$ cat config.mk
export PLATFORM = sky130hd
export DESIGN_NAME = quad_seven_seg_driver
export DESIGN_NICKNAME = d
export VERILOG_FILES = /design/src/rtl/quad_seven_seg_driver_pkg.sv /design/src/rtl/quad_seven_seg_driver_bcd_to_seg7.sv /design/src/rtl/quad_seven_seg_driver.sv
export SDC_FILE = /design/constraint.sdc
export NUM_CORES = 1
export LEC_CHECK = 0
export BUFFER_PORTS_ARGS = -buffer_cell sky130_fd_sc_hd__buf_4
export CORE_ASPECT_RATIO = 1.1
export CORE_MARGIN = 2
export CORE_UTILIZATION = 45
export CTS_CLUSTER_DIAMETER = 40
export DETAILED_ROUTE_END_ITERATION = 8
export HOLD_SLACK_MARGIN = 0.12
export PLACE_DENSITY = 0.66
export SLEW_MARGIN = 20
export SYNTH_ARGS = -nofsm -noshare
export SYNTH_HDL_FRONTEND = slang
export SYNTH_HIERARCHICAL = 1
export SYNTH_SLANG_ARGS = --single-unit
$ cat constraint.sdc
create_clock -name clk -period 3.8 [get_ports clk]
set_input_delay 0.19 -clock clk [delete_from_list [all_inputs] [get_ports clk]]
set_output_delay 0.19 -clock clk [all_outputs]
set_load 0.02 [all_outputs]
$ cat src/rtl/quad_seven_seg_driver_pkg.sv
// Shared constants for the four-digit seven-segment driver.
// Segment patterns are active-low, bit order {g,f,e,d,c,b,a}.
package quad_seven_seg_driver_pkg;

    localparam logic [6:0] SEG_0     = 7'b1000000;
    localparam logic [6:0] SEG_1     = 7'b1111001;
    localparam logic [6:0] SEG_2     = 7'b0100100;
    localparam logic [6:0] SEG_3     = 7'b0110000;
    localparam logic [6:0] SEG_4     = 7'b0011001;
    localparam logic [6:0] SEG_5     = 7'b0010010;
    localparam logic [6:0] SEG_6     = 7'b0000010;
    localparam logic [6:0] SEG_7     = 7'b1111000;
    localparam logic [6:0] SEG_8     = 7'b0000000;
    localparam logic [6:0] SEG_9     = 7'b0010000;
    localparam logic [6:0] SEG_DASH  = 7'b0111111;
    localparam logic [6:0] SEG_BLANK = 7'b1111111;

    localparam logic [3:0] AN_DIGIT0 = 4'b1110;

    // Active-low one-hot anode pattern for a digit index.
    function automatic logic [3:0] an_for_idx(input logic [1:0] idx);
        return ~(4'b0001 << idx);
    endfunction

endpackage

$ cat src/rtl/quad_seven_seg_driver_bcd_to_seg7.sv
// Combinational BCD to seven-segment decoder; 10-15 render as a dash.
module bcd_to_seg7
    import quad_seven_seg_driver_pkg::*;
(
    input  logic [3:0] bcd,
    output logic [6:0] seg
);

    // Table lookup of the active-low segment pattern.
    always_comb begin
        seg = SEG_DASH;
        case (bcd)
            4'd0:    seg = SEG_0;
            4'd1:    seg = SEG_1;
            4'd2:    seg = SEG_2;
            4'd3:    seg = SEG_3;
            4'd4:    seg = SEG_4;
            4'd5:    seg = SEG_5;
            4'd6:    seg = SEG_6;
            4'd7:    seg = SEG_7;
            4'd8:    seg = SEG_8;
            4'd9:    seg = SEG_9;
            default: seg = SEG_DASH;
        endcase
    end

endmodule

$ cat src/rtl/quad_seven_seg_driver.sv
// Time-multiplexed four-digit seven-segment driver with per-frame input
// snapshot (no tearing), leading-zero blanking and decimal points.
module quad_seven_seg_driver
    import quad_seven_seg_driver_pkg::*;
#(
    parameter int REFRESH_DIV = 100000
) (
    input  logic       clk,
    input  logic       rst_n,
    input  logic [3:0] num0,
    input  logic [3:0] num1,
    input  logic [3:0] num2,
    input  logic [3:0] num3,
    input  logic [3:0] dp_in,
    input  logic       blank_lz,
    output logic [6:0] seg,
    output logic       dp,
    output logic [3:0] an
);

    localparam int CW = (REFRESH_DIV > 2) ? $clog2(REFRESH_DIV) : 1;

    logic [CW-1:0]   cnt;
    logic            tick;
    logic [1:0]      idx;
    logic [1:0]      idx_nxt;
    logic            frame_start;

    logic [3:0][3:0] snap;
    logic [3:0]      snap_dp;
    logic            snap_blank;

    // Values the next digit is drawn from: live inputs on the edge that
    // starts a frame (they are being captured on that edge), else the snapshot.
    logic [3:0][3:0] frame;
    logic [3:0]      frame_dp;
    logic            frame_blank;

    logic [3:0]      digit;
    logic [6:0]      dec_seg;
    logic            hi_zero;
    logic            blank_digit;
    logic [6:0]      seg_nxt;

    assign tick        = (cnt == CW'(REFRESH_DIV - 1));
    assign idx_nxt     = idx + 2'd1;
    assign frame_start = (idx_nxt == 2'd0);

    // Select the frame source for the digit about to be displayed.
    always_comb begin
        frame       = snap;
        frame_dp    = snap_dp;
        frame_blank = snap_blank;
        if (frame_start) begin
            frame       = {num3, num2, num1, num0};
            frame_dp    = dp_in;
            frame_blank = blank_lz;
        end
    end

    assign digit = frame[idx_nxt];

    bcd_to_seg7 u_dec (
        .bcd (digit),
        .seg (dec_seg)
    );

    // Blank a non-zero-index digit when it and every higher digit are zero.
    always_comb begin
        hi_zero = 1'b1;
        for (int j = 1; j < 4; j++) begin
            if (j >= int'(idx_nxt) && frame[j] != 4'd0) hi_zero = 1'b0;
        end
        blank_digit = frame_blank && (idx_nxt != 2'd0) && hi_zero;
        seg_nxt     = blank_digit ? SEG_BLANK : dec_seg;
    end

    // Prescaler, scan index, frame snapshot and registered display outputs.
    always_ff @(posedge clk) begin
        if (!rst_n) begin
            cnt        <= '0;
            idx        <= 2'd0;
            snap       <= '0;
            snap_dp    <= 4'd0;
            snap_blank <= 1'b0;
            an         <= AN_DIGIT0;
            seg        <= SEG_0;
            dp         <= 1'b1;
        end else begin
            cnt <= tick ? '0 : cnt + CW'(1);
            if (tick) begin
                idx <= idx_nxt;
                if (frame_start) begin
                    snap       <= {num3, num2, num1, num0};
                    snap_dp    <= dp_in;
                    snap_blank <= blank_lz;
                end
                an  <= an_for_idx(idx_nxt);
                seg <= seg_nxt;
                dp  <= ~frame_dp[idx_nxt];
            end
        end
    end

endmodule
Word-level counts from Yosys, hierarchy flattened
Memories as Yosys holds them, arrays and structs flattened.
Cells that the tools add are included.
Storage, ports and cells
  memories kept: 1
  bits in registers: 52
  output and inout port bits: 12
  memory bits (read-only): 112
  bits of input ports: 23
  word-level logic and storage cells: 43
Operators by class
  bitwise gates (word level): 3
  order comparisons: 3
  eq/ne operators: 1
  shift-type cells: 1
  reductions and logical operators: 10
  $add $sub $neg: 2
  mux-type cells: 11
Memories
  (name not given): words 16, bits a word 7, read ports 1, clocked after memory_dff 0, write ports 0, RTL line quad_seven_seg_driver_bcd_to_seg7.sv:12  | case (bcd)
Operators with widths (number)
  $add 17x1->17 const B: 1
  $eq 17x17->1 const B: 1
  $mux 16: 1
  $reduce_bool 4->1: 3
  $bmux 4 s2: 1
  $mux 4: 2
  $mux 7: 1
  $mux 1: 5
  $logic_and 1x1->1: 4
  $not 4->4: 1
  $shl 1x2->4 const A: 1
  $lt 2x3->1 const B: 1
  $add 2x1->2 const B: 1
  $bmux 1 s2: 1
  $ge 1x2->1 const A: 1
  $ge 2x2->1 const A: 1
  $logic_not 2->1: 1
  $not 1->1: 2
  $reduce_bool 2->1: 1
  $reduce_or 2->1: 1

Logic depth before layout (Yosys ltp)
  word-level depth: 10
  gate-level depth with buffers: 11
  gate-level depth less buffers: 9

Cells and area by module
Netlist, hierarchy kept.
Modules (own cells, without submodules)
  quad_seven_seg_driver: times used 1, area each 2507.4 sq um, cells each 264
  bcd_to_seg7: times used 1, area each 240.2 sq um, cells each 31

Worst setup path after synthesis
OpenSTA, ideal clock, no wires.
  path kind: register to register
  start point: register idx[0]
  end point: register seg[3]
  path slack: 1.262 ns
  data required time: 3.730 ns
  cell stages (with the launch flop): 11
  data arrival time: 2.469 ns
  library setup time: 0.070 ns
  cell sequence: dfxtp_1 > ha_1 > buf_2 > clkbuf_1 > mux4_2 > mux2_2 > inv_1 > ha_1 > a22oi_1 > nor2_1 > a21oi_1
Between the ends
  elaborated cells between the ends (all ways): 21
RTL lines
  start: declaration: RTL line quad_seven_seg_driver.sv:25  | logic [1:0] idx;
  start signal: assignment: RTL line quad_seven_seg_driver.sv:92  | idx <= idx_nxt;
  $add 2x1->2 (*): RTL line quad_seven_seg_driver.sv:46  | assign idx_nxt = idx + 2'd1;
  $logic_not 2->1: RTL line quad_seven_seg_driver.sv:47  | assign frame_start = (idx_nxt == 2'd0);
  $mux 16
  $bmux 4 s2 (*): RTL line quad_seven_seg_driver.sv:61  | assign digit = frame[idx_nxt];
  $mux 4 (implied by the code) (*): RTL line quad_seven_seg_driver.sv:61
  via digit[1]: RTL line quad_seven_seg_driver.sv:39  | logic [3:0] digit;
  $mem_v2 16x7 (*)
  via dec_seg[3]: RTL line quad_seven_seg_driver.sv:40  | logic [6:0] dec_seg;
  $mux 7 (*): RTL line quad_seven_seg_driver.sv:75  | seg_nxt = blank_digit ? SEG_BLANK : dec_seg;
  end signal: assignment: RTL line quad_seven_seg_driver.sv:99  | seg <= seg_nxt;
  end: declaration: RTL line quad_seven_seg_driver.sv:16  | output logic [6:0] seg,
Mark *: on every way through the listed nets, which the timed path passes. The rest lies on a longest branch. The select of a mux whose other input is x is not followed.
A chain may end at the register's enable or synchronous reset.

Worst setup path in the final report
Same ends and word-level chain as after synthesis.

==> key figures <==
GRT
  – Total routing resource utilization after global routing: 17.9%
  – First-pass GRT wire length: 9650 µm
  – Via count of the first global-routing pass: 2033
  – Pin count of the biggest net entering global routing: 60
  – Residual overflow from global routing: 0
  – Number of antenna violations at the first check in global routing: 0

Detailed routing
  – First-pass iteration count of the detailed router: 4
  – Total number of vias: 2129
  – Vias/cell: 5.38
  – Number of design rule violations left after detail routing: 0
  – Count of nets left with antenna violations after detail routing: 0
  – Average wire length per cell after detail routing: 14.4 µm
  – Post-detailed-routing wire length: 5710 µm
  – Count of routing violations after the opening detailed-route iteration: 142

Flow run
  – Total of max-cap violations: 0

Synthesis
  – Synth Area in Adders: 4.55%
  – Distinct cell type count of the synthesized netlist: 44
  – Commonest register cell after synthesis: sky130_fd_sc_hd__dfxtp_1
  – Number of warnings issued by yosys: 6
  – Post-synthesis average cell area: 9.31 µm²
  – Cell count after synthesis: 295
  – Mux share of post-synthesis cell area: 15.3%
  – Largest family of logic cells by synthesized area: simple AND/OR/NAND/NOR gates
  – Post-synth EDFFs: 0
  – Simple-gate share of the synthesized area: 23.5%
  – Complex-gate fraction of the synthesized area: 8.38%
  – Xor and xnor fraction of the mapped netlist area: 4.14%
  – Sequential fraction of the synthesis area: 37.9%
  – Proportion of register bits with asynchronous set or reset after synthesis: 0%
  – Syn Std Cell Area: 2750 µm²
  – FF+latch count, synth: 52
  – Synthesized net count: 328

Setup path
  – Required time of the critical path: 4.03 ns
  – Crit path DAT: 2.87 ns
  – Crit path max fanout: 14
  – Reg-to-reg critical path startpoint: idx[0]
  – R2R cell count: 8
  – FF-to-FF setup slack: 1.16 ns
  – Endpoint type of the worst setup path: flop
  – Worst flop-to-flop path endpoint: seg[3]
  – CP startpoint kind: flop
  – WS Path Type: flop to flop

Timing
  – Number of failing setup endpoints in the final timing report: 0
  – Minimum clock period after layout: 2.64 ns
  – Peak Freq: 0.379 GHz
  – Total negative slack: 0 ns
  – Total count of max-transition violations in the final report: 0
  – Clock skew after layout: 0.00590 ns
  – Tcrit/Tclk final: 69.5%
  – RSZ-0062 raised after global routing: false
  – Worst slew margin: 60.5%
  – Hold Fails Final Rpt: 0
  – Worst hold slack after final layout: 0.137 ns
  – Worst-Margin Slew: 0.589 ns

Pwr
  – Power Dens Cells: 312 nW/µm²
  – Leakage: 0.00122 µW
  – Worst supply voltage drop on vdd: 0.000146 V

Floorplan
  – Die X-Extent: 78.5 µm
  – Floorplan core area: 5840 µm²
  – Effective utilization at floorplan: 47.0%
  – Total die area: 6750 µm²
  – Die span in y: 86.0 µm
  – Number of rows created at floorplan: 29
  – I/O pins: 35

CTS
  – Cells resized by post-CTS repair: 0
  – Number of sinks driven by the clock tree: 52
  – Root buffer cell: sky130_fd_sc_hd__clkbuf_8
  – Htree depth: 2
  – Total clock buffers created by CTS: 5
  – Maximum buffer depth of the clock tree: 2
  – CTS tree: yes
  – Clock slew at the register clock pins of the worst setup and hold paths: 0.09 ns
  – Insertion delay to the later sink of the worst-skew pair: 0.30 ns
  – Total setup buffers inserted after CTS: 0
  – Hold-fix buffer count after cts: 0

Status
  – Status: complete, no violations

Worst hold path
  – Worst min path class: primary input to flop
  – Terminating pin of the worst hold path: snap_dp[0]
  – Launch point of the worst hold path: dp_in[0]
  – Cells on Worst Hold Path: 3

Cells and area
  – Utilization after layout: 52.9%
  – Area Overhead vs Synth: 12.5%
  – Filler cell count in the final layout: 554
  – Storage element area: 1040 µm²
  – Footprint of the multi-input gates: 1540 µm²
  – Final antenna diode count: 0
  – Fraction of layout cells with a size suffix above 1: 20.7%
  – Nets: 351

Placed design
  – Dpl hpwl: 3990 µm
  – IO Port Bufs: 34
  – Weighted congestion at the end of routability-driven global placement: 0.771
## sequential cells by signal (all words and copies together), names as in the netlist
signal / flops
an: 4
cnt: 17
idx: 2
snap_blank: 1
snap_dp: 4
seg: 7
dp: 1
snap: 16
## worst max-delay path by stage
stage	startpoint	end
2_1_floorplan	idx[0]	seg[3]
3_3_place_gp	idx[0]	seg[1]
3_5_place_dp	idx[0]	seg[3]
4_1_cts	idx[0]	seg[3]
5_1_grt	idx[0]	seg[3]
6_report	idx[0]	seg[3]
## logic make-up after synthesis
group / after synthesis
xor gates and xnor gates: 13
and+or+nand+nor: 122
adders and majority gates: 10
buffers and inverters: 29
DFF: 52
muxes: 29
AOI/OAI and AO/OA: 40
## power breakdown
group | internal (µW) | total [µW] | switching [µW]
Sequential | 547 | 549 | 2.37
Combinational | 21.1 | 42.5 | 21.4
Clock | 196 | 371 | 176
## per-layer routing
metal	GRT usage, %	routed length, µm	vias to the layer above
met2	29.0	2670	51
met4	5.42	44	0
met5	0	0	-
met3	3.47	249	4
met1	24.3	2750	989
li1	-	-	1085
## cell usage in the layout (no fill, tap or decap), types with 2 or more instances in the layout
master	instances
sky130_fd_sc_hd__ha_1	10
sky130_fd_sc_hd__nor2_1	23
sky130_fd_sc_hd__mux2i_1	14
sky130_fd_sc_hd__nor4b_2	2
sky130_fd_sc_hd__nand2_1	47
sky130_fd_sc_hd__and2_1	2
sky130_fd_sc_hd__xor2_1	12
sky130_fd_sc_hd__dfxtp_1	52
sky130_fd_sc_hd__o211ai_1	3
sky130_fd_sc_hd__nand3_1	8
sky130_fd_sc_hd__mux4_2	10
sky130_fd_sc_hd__mux2_2	5
sky130_fd_sc_hd__a21oi_1	11
sky130_fd_sc_hd__o21ai_0	13
sky130_fd_sc_hd__and4_1	5
sky130_fd_sc_hd__a22oi_1	2
sky130_fd_sc_hd__nand4_1	14
sky130_fd_sc_hd__o21ai_1	5
sky130_fd_sc_hd__clkbuf_8	5
sky130_fd_sc_hd__inv_1	7
sky130_fd_sc_hd__a21boi_0	2
sky130_fd_sc_hd__buf_4	38
sky130_fd_sc_hd__nand2b_1	2
sky130_fd_sc_hd__nor4_1	4
sky130_fd_sc_hd__or3_1	2
sky130_fd_sc_hd__nor3b_1	3
## area by class of cell
| cell class | count | area share (%) |
|---|---|---|
| clock inverter | 2 | 1.13 |
| sequential | 52 | 33.7 |
| tap | 77 | 3.12 |
| inverter | 7 | 0.850 |
| multi-input combinational | 214 | 49.7 |
| timing repair buffer | 38 | 9.23 |
| clock buffer | 6 | 2.35 |
## per-stage QoR
| stage | total power, µW | cells | area (µm²) | setup slack (ns) |
|---|---|---|---|---|
| finish | 963 | 396 | 3090 | 1.16 |
| global route | 1010 | 396 | 3090 | 0.951 |
| CTS | 978 | 396 | 3090 | 1.17 |
| detailed placement | 605 | 388 | 2980 | 1.24 |
| global placement | 605 | 388 | 2980 | 1.33 |
| floorplan | 581 | 295 | 2750 | 1.26 |
## cell usage after synthesis, drive strengths merged, types with 3 or more instances
| master | n | area [µm²] |
|---|---|---|
| dfxtp | 52 | 1040 |
| nand2 | 47 | 176 |
| nor2 | 23 | 86.3 |
| o21ai | 18 | 90.1 |
| nand4 | 15 | 100 |
| mux2i | 14 | 140 |
| buf | 12 | 108 |
| xor2 | 12 | 105 |
| a21oi | 11 | 55.1 |
| clkbuf | 10 | 37.5 |
| ha | 10 | 125 |
| mux4 | 10 | 225 |
| nand3 | 8 | 40.0 |
| inv | 7 | 26.3 |
| and4 | 5 | 43.8 |
| mux2 | 5 | 56.3 |
| nor3b | 4 | 35.0 |
| nor4 | 4 | 25.0 |
| o211ai | 3 | 22.5 |
## critical path, stage by stage (launching register included)
cell and delay, ns:
sky130_fd_sc_hd__dfxtp_1 0.44, sky130_fd_sc_hd__ha_1 0.57, sky130_fd_sc_hd__mux4_2 0.39, sky130_fd_sc_hd__mux2_2 0.35, sky130_fd_sc_hd__inv_1 0.15, sky130_fd_sc_hd__ha_1 0.26, sky130_fd_sc_hd__a22oi_1 0.18, sky130_fd_sc_hd__nor2_1 0.07
sky130_fd_sc_hd__a21oi_1 0.16
(Power assumes the default switching activity.)
